--- src/rtl/huffman_pkg.sv ---
// ============================================================================
// Module : huffman_pkg
// Brief  : Shared constants, FSM state encoding and digit helper for freq_count.
// Rev    : 1.0
// ============================================================================
`default_nettype none

package huffman_pkg;

    localparam int NUM_SYM = 10;
    localparam int DIGIT_W = 4;

    typedef enum logic [1:0] {
        IDLE  = 2'b00,
        COUNT = 2'b01,
        DONE  = 2'b11
    } state_t;

    function automatic logic is_legal(input logic [DIGIT_W-1:0] d);
        return d < DIGIT_W'(NUM_SYM);
    endfunction

endpackage

`default_nettype wire

--- src/rtl/freq_cell.sv ---
// ============================================================================
// Module : freq_cell
// Brief  : One per-digit occurrence counter; FREQ_SAT_EN selects saturation.
// Rev    : 1.0
// ============================================================================
`default_nettype none

module freq_cell #(
    parameter int CNT_W = 8
) (
    input  logic             clk,
    input  logic             rst,
    input  logic             clr,
    input  logic             inc,
    output logic [CNT_W-1:0] count
);

    logic [CNT_W-1:0] r_count;

    always_ff @(posedge clk) begin
        if (rst || clr) begin
            r_count <= '0;
        end else if (inc) begin
`ifdef FREQ_SAT_EN
            if (r_count != {CNT_W{1'b1}}) begin
                r_count <= r_count + CNT_W'(1);
            end
`else
            r_count <= r_count + CNT_W'(1);
`endif
        end
    end

    assign count = r_count;

endmodule

`default_nettype wire

--- src/rtl/freq_count.sv ---
// ============================================================================
// Module : freq_count
// Brief  : Decimal digit histogram with session FSM; FREQ_SAT_EN saturates counts.
// Rev    : 1.0
// ============================================================================
`default_nettype none

module freq_count
    import huffman_pkg::*;
#(
    parameter int CNT_W = 8
) (
    input  logic               Clk,
    input  logic               Rst,
    input  logic               En,
    input  logic               Din_valid,
    input  logic [DIGIT_W-1:0] Din,
    input  logic               Din_last,
    output logic               Din_ready,
    output logic [CNT_W-1:0]   Count0,
    output logic [CNT_W-1:0]   Count1,
    output logic [CNT_W-1:0]   Count2,
    output logic [CNT_W-1:0]   Count3,
    output logic [CNT_W-1:0]   Count4,
    output logic [CNT_W-1:0]   Count5,
    output logic [CNT_W-1:0]   Count6,
    output logic [CNT_W-1:0]   Count7,
    output logic [CNT_W-1:0]   Count8,
    output logic [CNT_W-1:0]   Count9,
    output logic [CNT_W+3:0]   Total,
    output logic               Err,
    output logic               R_en
);

    state_t             r_state;
    state_t             w_state_nxt;
    logic               w_start;
    logic               w_accept;
    logic               w_legal;
    logic [NUM_SYM-1:0] w_inc;
    logic [CNT_W-1:0]   w_count [NUM_SYM];
    logic [CNT_W+3:0]   r_total;
    logic               r_err;

    // Ready is gated by En so a digit offered on an abort cycle is never taken.
    assign w_start   = (r_state == IDLE) && En;
    assign Din_ready = (r_state == COUNT) && En;
    assign w_accept  = Din_valid && Din_ready;
    assign w_legal   = is_legal(Din);

    always_comb begin
        w_state_nxt = r_state;
        case (r_state)
            IDLE:    if (En) w_state_nxt = COUNT;
            COUNT: begin
                if (!En)                       w_state_nxt = IDLE;
                else if (w_accept && Din_last) w_state_nxt = DONE;
            end
            DONE:    if (!En) w_state_nxt = IDLE;
            default: w_state_nxt = IDLE;
        endcase
    end

    always_ff @(posedge Clk) begin
        if (Rst) begin
            r_state <= IDLE;
        end else begin
            r_state <= w_state_nxt;
        end
    end

    always_ff @(posedge Clk) begin
        if (Rst || w_start) begin
            r_total <= '0;
            r_err   <= 1'b0;
        end else if (w_accept) begin
            if (w_legal) r_total <= r_total + (CNT_W+4)'(1);
            else         r_err   <= 1'b1;
        end
    end

    generate
        for (genvar i = 0; i < NUM_SYM; i++) begin : g_cell
            assign w_inc[i] = w_accept && w_legal && (Din == DIGIT_W'(i));

            freq_cell #(
                .CNT_W (CNT_W)
            ) u_cell (
                .clk   (Clk),
                .rst   (Rst),
                .clr   (w_start),
                .inc   (w_inc[i]),
                .count (w_count[i])
            );
        end
    endgenerate

    assign Count0 = w_count[0];
    assign Count1 = w_count[1];
    assign Count2 = w_count[2];
    assign Count3 = w_count[3];
    assign Count4 = w_count[4];
    assign Count5 = w_count[5];
    assign Count6 = w_count[6];
    assign Count7 = w_count[7];
    assign Count8 = w_count[8];
    assign Count9 = w_count[9];
    assign Total  = r_total;
    assign Err    = r_err;
    assign R_en   = (r_state == DONE);

endmodule

`default_nettype wire

--- config.mk ---
export PLATFORM = sky130hd
export DESIGN_NAME = freq_count
export DESIGN_NICKNAME = d
export VERILOG_FILES = /design/src/rtl/huffman_pkg.sv /design/src/rtl/freq_cell.sv /design/src/rtl/freq_count.sv
export SDC_FILE = /design/constraint.sdc
export NUM_CORES = 1
export LEC_CHECK = 0
export CORE_MARGIN = 10
export CORE_UTILIZATION = 50
export DETAILED_ROUTE_END_ITERATION = 8
export GPL_ROUTABILITY_DRIVEN = 0
export PLACE_DENSITY = 0.8
export SLEW_MARGIN = 0
export SYNTH_ARGS = -nofsm -noshare
export SYNTH_HDL_FRONTEND = slang
export SYNTH_SLANG_ARGS = --single-unit
export TNS_END_PERCENT = 50
--- constraint.sdc ---
create_clock -name Clk -period 2.54 [get_ports Clk]
set_clock_uncertainty 0.05 [all_clocks]
set_input_delay 0.508 -clock Clk [delete_from_list [all_inputs] [get_ports Clk]]
set_output_delay 0.508 -clock Clk [all_outputs]
set_load 0.005 [all_outputs]
Yosys cells after proc, flatten, opt, wreduce, memory -nomap -nowiden
Index checks and enable logic that the tools add are counted.
Word-level totals
  bits in registers: 95
  input bits: 9
  output and inout port bits: 95
Cells by class
  $add $sub $neg: 11
  magnitude comparators: 1
  eq/ne operators: 14
  mux-type cells: 5
  bitwise gates (word level): 1
  reduce and logical (&&, ||, !) cells: 21
Operators by type and width (count)
  adder 8 x 1 -> 8 bit, second input constant: 10
  == test 4 x 3 -> 1 bit, second input constant: 4
  logical AND 1 bit: 15
  adder 12 x 1 -> 12 bit, second input constant: 1
  == test 4 x 2 -> 1 bit, second input constant: 2
  == test 4 bit, second input constant: 2
  two-way mux 2 bit: 4
  case mux 2 bit (3 select lines): 1
  == test 4 x 1 -> 1 bit, second input constant: 1
  zero test 4 bit: 1
  < comparator 4 bit, second input constant: 1
  != test 2 bit, second input constant: 2
  AND reduction 2 bit: 2
  != test 3 x 2 -> 1 bit, second input constant: 1
  AND reduction 3 bit: 1
  == test 2 x 1 -> 1 bit, second input constant: 1
  == test 2 bit, second input constant: 1
  zero test 2 bit: 1
  logical OR 1 bit: 1
  NOT 1 bit: 1

Longest topological paths before layout
Gate-level depths: netlist of the first run.
  depth after elaboration: 7
  mapped depth: 6

Modules after synthesis
A second synthesis of the first run with hierarchy kept.
Unflattened totals
  cells, all modules: 473
  area total of the unflattened synthesis: 4246.6 sq um
By module, submodules not included
  freq_cell: times used 10, cells an instance 38, area each 345.3 sq um, seq. area each 160.2 sq um
  freq_count: times used 1, cells an instance 93, area each 793.3 sq um, seq. area each 300.3 sq um

Least setup slack after synthesis of the first run
Ideal clock, no wire load.
  kind: in2reg
  start point: input Din[3]
  end point: register g_cell[4].u_cell.r_count[7]
  library setup time: 0.116 ns
  arrival time: 1.843 ns
  required time: 2.374 ns
  path slack: 0.531 ns
  stages: 6
  cells stage by stage: buf_2 or4b_1 clkbuf_1 nor3_1 a211oi_1 a31o_2
On the way
  longest elaborated chain between the ends: 3
  elaborated cells on any way between the ends: 4
  classes of those cells: order compare: 1; eq/ne: 1; reduce/logical: 2
RTL lines
  from (decl): line freq_count.sv:17  | input logic [DIGIT_W-1:0] Din,
  < comparator 4 bit: line huffman_pkg.sv:20  | return d < DIGIT_W'(NUM_SYM);
  logical AND 1 bit: line freq_count.sv:84  | assign w_inc[i] = w_accept && w_legal && (Din == DIGIT_W'(i));
  logical AND 1 bit *: line freq_count.sv:84
  to (signal assigned): line freq_cell.sv:29  | r_count <= r_count + CNT_W'(1);
  to (decl): line freq_cell.sv:18  | logic [CNT_W-1:0] r_count;
Mark *: on every way between the ends. The rest lies on a longest branch, timed or not.
A chain may end at the register's enable or synchronous reset.

Worst setup path after layout of the first run
  start point: input En
  end point: output Din_ready
On the way
  longest elaborated chain between the ends: 1
RTL lines
  from (decl): line freq_count.sv:15  | input logic En,
  logical AND 1 bit: line freq_count.sv:47  | assign Din_ready = (r_state == COUNT) && En;
  to (decl): line freq_count.sv:19  | output logic Din_ready,
No other way between the ends.

==> impl_metrics.csv, run 1 <==
group,metric,value,unit
floorplanning,ioPinCount,104,
cts,clockBufferDepth,2,
logic_synthesis,synth_edf_count,0,
cts,cts_tree,"done",
cts,postCtsHoldBufs,0,
critical_path,cpLargestDelayFamily,"buffers and inverters",
layout,layout.nets,653,
logic_synthesis,synth_seq_cells,95,
timing,final-setup-viol-count,0,
layout,diodes,0,
critical_path,path_cells,"clkdlybuf4s50_1 > and3b_1 > clkdlybuf4s50_1",
floorplanning,fp.dieH,114.5,µm
critical_path,crit_buf_inv,2,
timing,tightest_slew,0.4429,ns
logic_synthesis,ys.flop_type,"dfxtp_1",
timing,fin_ws,0.2075,ns
drt,via_per_inst,5.614,
logic_synthesis,syn_nets,532,
drt,routed_wl,11.78,mm
logic_synthesis,synth_cell_types,44,
logic_synthesis,synth_area,4461,µm²
cts,clock_latency,0.37,ns
layout,fin_cells,746,
critical_path,cp.required,1.98,ns
timing,rsz0062_at_grt,"no",
logic_synthesis,synth_top_cell_area_share,42.64,%
drt,routedWlPerCell,15.79,µm
grt,grtUsageTotal,17.91,%
layout,drive_gt1_share,8.934,%
logic_synthesis,async_flop_share,0,%
pwr,total_power,2676,µW
cts,cts_made_buffers,9,
layout,fin_util,68.65,%
timing,fin_crit_sh,91.83,%
critical_path,cp_slowest_stage_delay,0.58,ns
floorplanning,die_w,114.5,µm
critical_path,startpoint_type,"input pin",
place,dp.cells,730,
place,port_buffers,103,
logic_synthesis,yosysMostFrequentCell,"dfxtp_1",
grt,antenna_found_initial,0,
job,drv_cap,0,
layout,synthToLayoutAreaGrowth,34.22,%
floorplanning,dieArea,13100,µm²
grt,overflow,0,
critical_path,cp_slowest_cell,"clkdlybuf4s50_1",
drt,drt_iter0_markers,234,
timing,drv_slew,0,
pwr,power.density,447.0,nW/µm²
cts,cts_setup_buffers,0,
drt,detail-route-antenna-nets,0,
drt,drc,0,
timing,fmax,428.7,MHz
logic_synthesis,synthCells,512,
status,status,"completed",
logic_synthesis,yosys_warnings,0,
min_path,hold_depth,2,
cts,cts_root_buf,"clkbuf_8",
pwr,peakVddDrop,0.3532,mV
critical_path,path_depth,3,
floorplanning,rows,34,
grt,grt_pass1_wl,19.60,mm
critical_path,crit_type,"input pin to output port",
critical_path,worst_path_most_repeated_cell,"clkdlybuf4s50_1",
layout,final_area,5987,µm²
drt,dr.pass1.iters,4,
logic_synthesis,ys_seq_area_share,42.64,%
grt,grt_max_degree,41,
cts,clkSinkCount,95,
cts,clkTransAtPathRegs,0.09,ns
floorplanning,start_util,51.15,%
logic_synthesis,syn_area_per_cell,8.712,µm²
place,dp_slack,-0.06297,ns
logic_synthesis,synth_area_leaders,"dfxtp_1 43%, xnor2_1 5.5%, nor2_1 5.5%, xor2_1 5.3%, nand3_1 4.4%",
critical_path,arrival,1.77,ns
pwr,leakage,0.002012,µW
critical_path,critPathCaptureType,"output port",
logic_synthesis,yosysTopAreaCell,"dfxtp_1",
logic_synthesis,ys_top_cells_by_count,"95 x dfxtp_1, 65 x nor2_1, 39 x nand3_1, 33 x nand2_1",
place,placed_area,5779,µm²
grt,grt_pass1_vias,4022,
critical_path,crit_fanout,6,
drt,vias,4188,
floorplanning,coreArea,8721,µm²
min_path,hold_path.class,"register to register",
timing,period_needed,2.332,ns
timing,maxSlewHeadroom,70.20,%
cts,cts_resized,0,
place,hpwl,8.828,mm
timing,finalHoldViolations,0,
critical_path,reg2reg_depth,5,
cts,h-tree-depth,3,
layout,nFillCells,675,
## tightest hold or removal path, stage by stage, from the launching register on
cell	delay, ns
dfxtp_1	0.34
nand2_1	0.06
a21oi_1	0.05
## placed cells by master, fill, tap and decap left out, types with 2 or more instances in the layout
master | Yosys | final
o21ai_0 | 18 | 18
or2_2 | 3 | 3
xor2_1 | 27 | 27
nor2b_1 | 2 | 2
mux2i_1 | 6 | 6
nand4_1 | 20 | 20
and4bb_2 | 3 | 3
nand3_1 | 39 | 39
nor3_1 | 9 | 9
o31ai_1 | 5 | 5
and3_1 | 7 | 7
ha_1 | 11 | 11
nor2_1 | 65 | 65
or4_1 | 12 | 12
clkdlybuf4s50_1 | 0 | 103
dfxtp_1 | 95 | 95
inv_1 | 10 | 10
nor4_1 | 19 | 19
or4b_1 | 2 | 2
nand2_1 | 33 | 33
clkbuf_8 | 0 | 11
buf_12 | 0 | 2
or4b_4 | 2 | 2
a21oi_1 | 28 | 28
nor3b_1 | 2 | 2
nand4b_1 | 3 | 3
and2_1 | 6 | 6
and4_1 | 3 | 3
or3_1 | 16 | 16
o211ai_1 | 4 | 4
buf_4 | 1 | 28
xnor2_1 | 28 | 28
## sequential cells by signal, indices dropped and copies added, names as in the netlist
name                 count
Err                      1
Total                   12
g_cell.u_cell.count     80
r_state                  2
## kinds of logic (layout without fill, tap and decap cells)
| family | count (synthesis) | count (layout) | share of synthesized area [%] |
|---|---|---|---|
| buffers and inverters | 33 | 159 | 3.029 |
| AND/OR/NAND/NOR | 254 | 254 | 31.89 |
| adder cells (fa/ha/maj) | 11 | 11 | 3.086 |
| XOR/XNOR | 55 | 55 | 10.80 |
| flip-flops | 95 | 95 | 42.64 |
| AO/OA/AOI/OAI | 58 | 58 | 7.209 |
| multiplexers | 6 | 6 | 1.346 |
## area by class of cell
class                           count  area, µm²  area share, %
Multi-Input combinational cell    384       2424          40.48
Sequential cell                    95       1902          31.77
Timing Repair Buffer              133       1281          21.40
Clock buffer                       12      155.1          2.591
Tap cell                          108      135.1          2.257
Clock inverter                      4      52.55         0.8777
Inverter                           10      37.54         0.6270
## stage by stage
step,TNS [ns],hold slack [ns]
after global routing,0,0.4706
after global placement,-0.001432,0.4083
after detailed placement,-0.3094,0.4162
final,0,0.4450
after CTS,0,0.4418
after floorplan,0,0.4104
## per-layer routing
| layer | share of wire [%] | GRT usage (%) | wire, µm | up-vias |
|---|---|---|---|---|
| met3 | 7.5 | 6.813 | 887 | 7 |
| met1 | 43 | 20.69 | 5053 | 1997 |
| met2 | 49 | 30.43 | 5752 | 116 |
| li1 | - | - | - | 2068 |
| met4 | 0.74 | 4.344 | 87 | 0 |
| met5 | 0 | 0 | 0 | - |
## worst paths after layout
path | slack, ns | startpoint | endpoint
hold / removal | 0.45 | g_cell[5].u_cell.count[1]$_SDFFE_PP0P_ | g_cell[5].u_cell.count[1]$_SDFFE_PP0P_
hold reg to reg | 0.45 | g_cell[5].u_cell.count[1]$_SDFFE_PP0P_ | g_cell[5].u_cell.count[1]$_SDFFE_PP0P_
setup / recovery | 0.21 | En | Din_ready
setup reg to reg | 0.57 | r_state[0]$_SDFFE_PP0P_ | g_cell[3].u_cell.count[3]$_SDFFE_PP0P_
## power breakdown
part	switching, µW	internal (µW)
registers	2.80	1490
clock network	544	514
logic	77.6	48.7
Power figures use the tool's default switching activity.
==> run 2: changes to the inputs <==
==> constraint.sdc (replaced) <==
create_clock -name Clk -period 2.54 [get_ports Clk]
set_clock_uncertainty 0.05 [all_clocks]
set_input_delay 0.508 -clock Clk [delete_from_list [all_inputs] [get_ports Clk]]
set_output_delay 0.508 -clock Clk [all_outputs]
set_load 0.05 [all_outputs]
==> run 2 against run 1 <==
  * Worst hold slack got worse by 0.0083 ns
  * First-iteration DRC count fell by 17%
  * Fmax fell by 0.18%
  * Global-route usage rose by 0.35 points
  * Core utilization barely moved
  * Die area did not move
  * Via count barely moved
  * Power fell by 2.6%
  * Non-clock buffer count rose by 1
  * Critical endpoint is now R_en
  * Largest cell class unchanged
==> impl_metrics.csv, run 2 (synthesis results as in run 1) <==
group,metric,value,unit
status,status,"completed",
drt,routedWlPerCell,16.22,µm
timing,rsz0062_at_grt,"no",
cts,clock_latency,0.36,ns
critical_path,critPathCaptureType,"output port",
place,dp_slack,-0.06648,ns
critical_path,startpoint_type,"register",
pwr,power.density,435.6,nW/µm²
timing,finalHoldViolations,0,
timing,fin_ws,0.2033,ns
layout,largest_reg_flops,80,
critical_path,startpoint,"r_state[0]$_SDFFE_PP0P_",
critical_path,cp_slowest_cell,"clkdlybuf4s50_1",
cts,clkSinkCount,95,
min_path,hold_path.class,"register to register",
layout,fin_cells,745,
grt,antenna_found_initial,0,
timing,period_needed,2.337,ns
layout,nFillCells,693,
layout,layout.nets,654,
critical_path,cp.required,1.98,ns
layout,diodes,0,
place,hpwl,9.100,mm
critical_path,r2r-start,"r_state[0]$_SDFFE_PP0P_",
layout,final_cell_mix,"102 x clkdlybuf4s50_1, 95 x dfxtp_1, 65 x nor2_1, 39 x nand3_1, 33 x nand2_1",
floorplanning,die_w,114.5,µm
cts,cts_tree,"done",
cts,clockBufferDepth,2,
cts,cts_made_buffers,9,
cts,clkTransAtPathRegs,0.09,ns
layout,final_area,5983,µm²
drt,dr.pass1.iters,4,
grt,grt_pass1_vias,4032,
drt,detail-route-antenna-nets,0,
cts,cts_root_buf,"clkbuf_8",
drt,drc,0,
layout,layout_commonest_cell,"clkdlybuf4s50_1",
pwr,leakage,0.002001,µW
pwr,total_power,2606,µW
drt,drt_iter0_markers,195,
drt,vias,4187,
place,dp.cells,731,
cts,cts_resized,0,
layout,drive_gt1_share,8.948,%
layout,multi_input_area,2424,µm²
critical_path,crit_type,"register to output port",
timing,tightest_slew,0.5432,ns
place,placed_area,5797,µm²
timing,fin_crit_sh,92.00,%
cts,postCtsHoldBufs,0,
timing,fmax,428.0,MHz
place,port_buffers,103,
floorplanning,rows,34,
job,drv_cap,0,
grt,grt_max_degree,41,
critical_path,cp_slowest_stage_delay,0.80,ns
critical_path,crit_buf_inv,1,
min_path,min_from,"Err$_SDFFE_PP0P_",
floorplanning,start_util,51.15,%
timing,drv_slew,0,
grt,grtUsageTotal,18.26,%
floorplanning,coreArea,8721,µm²
layout,seq_area,1902,µm²
cts,cts_setup_buffers,0,
layout,synthToLayoutAreaGrowth,34.14,%
timing,maxSlewHeadroom,63.67,%
floorplanning,dieArea,13100,µm²
timing,final-setup-viol-count,0,
critical_path,cpLargestDelayFamily,"buffers and inverters",
grt,overflow,0,
critical_path,path_cells,"and2_1 > clkdlybuf4s50_1",
floorplanning,ioPinCount,104,
critical_path,arrival,1.78,ns
drt,via_per_inst,5.620,
floorplanning,fp.dieH,114.5,µm
grt,grt_pass1_wl,19.95,mm
critical_path,crit_fanout,7,
drt,routed_wl,12.08,mm
cts,h-tree-depth,3,
timing,fin_setup_tns,0,ns
pwr,peakVddDrop,0.2439,mV
## run 2: final cells by class
cell class                 instances  share of cell area, %
clock inverter                     3                 0.7528
tap                              108                  2.258
multi-input combinational        384                  40.51
sequential                        95                  31.79
inverter                          10                 0.6274
timing repair buffer             134                  21.71
clock buffer                      11                  2.363
## run 2: final timing paths
path / cells after the start / slack (ns) / endpoint
max: 2 / 0.20 / R_en
min: 2 / 0.44 / Err$_SDFFE_PP0P_
max reg2reg: 5 / 0.53 / g_cell[3].u_cell.count[7]$_SDFFE_PP0P_
min reg2reg: 2 / 0.44 / Err$_SDFFE_PP0P_
## run 2: worst register-to-register path: stages (launching register included)
cell	delay (ns)
dfxtp_1	0.47
nand4b_4	0.19
buf_4	0.18
or3_1	0.49
or3_1	0.41
a21oi_1	0.16
## run 2: per-stage QoR
stage	hold WS [ns]	util [%]
final	0.4367	68.61
after global routing	0.4751	68.61
after CTS	0.4323	68.61
after detailed placement	0.4100	66.47
after global placement	0.4094	66.47
after floorplan	0.4837	-
## run 2: per-layer routing
| metal | share of wire (%) | GRT usage, % | vias to the layer above |
|---|---|---|---|
| met1 | 42 | 21.58 | 1970 |
| met5 | 0 | 0 | - |
| met3 | 7.2 | 5.084 | 20 |
| met4 | 1.9 | 7.018 | 0 |
| met2 | 49 | 30.62 | 123 |
| li1 | - | - | 2074 |
## run 2: where the power goes
| part | switching [µW] | leakage (µW) | internal [µW] |
|---|---|---|---|
| clock network | 510 | 0.0000875 | 472 |
| registers | 2.89 | 0.000765 | 1490 |
| logic | 82.0 | 0.00115 | 50.1 |
==> patch (flow settings as in run 1) <==
Encoding of `state_t`: now one-hot (3 bits for 3 states).
--- a/src/rtl/huffman_pkg.sv
+++ b/src/rtl/huffman_pkg.sv
@@ -10,10 +10,10 @@
     localparam int NUM_SYM = 10;
     localparam int DIGIT_W = 4;
 
-    typedef enum logic [1:0] {
-        IDLE  = 2'b00,
-        COUNT = 2'b01,
-        DONE  = 2'b11
+    typedef enum logic [2:0] {
+        IDLE  = 3'b001,
+        COUNT = 3'b010,
+        DONE  = 3'b100
     } state_t;
 
     function automatic logic is_legal(input logic [DIGIT_W-1:0] d);
Behaviour: no difference found for any inputs over 10 cycles, from zero or initial values and one cycle with Rst high; not proved beyond that.
==> patch against run 1 <==
  * First-iteration DRC count rose by 7.3%
  * Power is 1.9% higher
  * Register-to-register slack got worse by 250 ps
  * Count of clock-buffer cells in the layout down 3
  * Setup slack lost 54 ps
  * Sequential cell count rose by 1
  * Non-clock buffer count increased by 9
  * Core utilization increased by 1.2 points
  * Sequential share of layout area is 0.51 points lower
  * Area after synthesis grew 2.3%
  * Final area is 2.7% higher
  * Wire length is 14% higher
  * Critical endpoint is now Total[11]
  * Largest power group unchanged
  * Highest routed layer unchanged
==> patch: results (changes against run 1) <==
* Outcome: completed
* Critical Path Max Stage Delay at 630 ps (+50 ps)
* Crit path from: Din[1]
* Max FFs per register at 80 (unchanged)
* I/O Buffers at 103 (unchanged)
* Top post-synthesis cells by area: dfxtp_1, xnor2_1, nor2_1
* Total Wirelength at 13400 µm (+14%)
* Nets at 677 (+3.7%)
* Largest net degree at the start of global routing at 63 (+54%)
* Share of layout cells above drive strength 1 at 0.0953 (+0.00597)
* Largest delay share family, worst path: simple AND/OR/NAND/NOR gates
* Placed Area at 5920 µm² (+2.4%)
* Final core utilization at 0.698 (+0.0117)
* R2r setup slk at 320 ps (-250 ps)
* Cts bufs inserted at 9 (unchanged)
* VDD IR max at 0.262 mV (-26%)
* Skew-Pair Late Insertion Delay at 370 ps (about the same)
* Cells on worst reg2reg path at 4 (-1)
* DP HPWL at 10100 µm (+14%)
* Total GRT Usage at 0.202 (+0.0233)
* Syn Nets at 550 (+3.4%)
* Drt pass-1 iters at 4 (unchanged)
* Syn. warnings at 0 (unchanged)
* Mapped Cells at 530 (+3.5%)
* Hold WC Path Type: flip-flop to flip-flop
* Worst slew margin at 0.621 (-0.0814)
* CTS Buffer Depth at 2 (unchanged)
* Avg Vias per Cell at 5.90 (+5.1%)
* Placed cells at 753 (+3.2%)
* Leakage Power at 1.99 nW (-1.1%)
* First-pass GRT wire length at 22200 µm (+13%)
* CP arrival at 2630 ps (+860 ps)
* 1st-iter DRT viols at 251 (+7.3%)
* Worst r2r src: r_state[0]
* Most frequent cells after synthesis: dfxtp_1, nor2_1, xnor2_1
* CP max-delay cell: or4_1
* Vias in the first global route at 4572 (+14%)
* CTS sink count at 96 (+1.1%)
* Crit Path Max Fanout at 9 (+3)
* R2r endpoint: Total[11]
* Finished Layout Cells at 769 (+3.1%)
* CP Class: input pin to flip-flop
* Netlist cell types at 44 (unchanged)
* Sequential area share after synthesis at 0.421 (-0.00520)
* Fillers at 712 (+5.5%)
==> patch: worst min-delay path by stage <==
stage | from | end | slack (ps) | cells past startpoint
after global routing | g_cell[8].u_cell.count[7] | g_cell[8].u_cell.count[7] | 460 | 2
after global placement | Err | Err | 410 | 2
after CTS | g_cell[8].u_cell.count[7] | g_cell[8].u_cell.count[7] | 430 | 2
after detailed placement | g_cell[8].u_cell.count[7] | g_cell[8].u_cell.count[7] | 420 | 2
final | g_cell[8].u_cell.count[7] | g_cell[8].u_cell.count[7] | 430 | 2
after floorplan | r_state[2] | r_state[1] | 410 | 1
==> patch: cells by family (layout without fill, tap and decap cells) <==
logic type / count (synthesis) / count (layout) / synth area share
AO/OA/AOI/OAI: 72 / 72 / 0.0899
XOR/XNOR: 45 / 45 / 0.0864
adder cells (fa/ha/maj): 11 / 11 / 0.0302
buffers and inverters: 45 / 176 / 0.0400
flip-flops: 96 / 96 / 0.421
multiplexers: 14 / 14 / 0.0307
AND/OR/NAND/NOR: 247 / 247 / 0.302
==> patch: repair_timing <==
action / in CTS / in global routing
setup buffers: 0 / 0
hold endpoints to repair: 0 / 0
resized for setup: 3 / 0
endpoints found under the setup margin: 1 / 0
==> patch: where the power goes <==
part / internal (mW) / switching (mW) / total, mW
combinational: 0.0553 / 0.0934 / 0.149
clock: 0.545 / 0.523 / 1.07
sequential: 1.51 / 0.00410 / 1.51
==> patch: area by class of cell <==
cell class                      instances  area share
Clock buffer                            9      0.0201
Clock inverter                          6      0.0138
Inverter                               19      0.0116
Multi-Input combinational cell        389       0.403
Sequential cell                        96       0.313
Tap cell                              108      0.0220
Timing Repair Buffer                  142       0.217
==> patch: worst reg2reg max path, stage by stage (launching register included) <==
cell and delay, ps:
dfxtp_1 370, nand4bb_4 300, or4_1 710, or4_1 560, a21oi_1 170
==> patch: through the flow <==
step	setup slack, ps	total power [mW]
after floorplan	432	1.62
after global placement	-143	1.69
after detailed placement	-189	1.69
after CTS	180	2.73
after global routing	105	2.81
final	154	2.73
==> patch: routing by layer <==
metal  GRT usage  wire (µm)  up-vias
li1            -          -     2166
met1       0.236       5630     2170
met2       0.335       6240      172
met3      0.0693       1250       29
met4      0.0785        328        0
met5           0          0        -
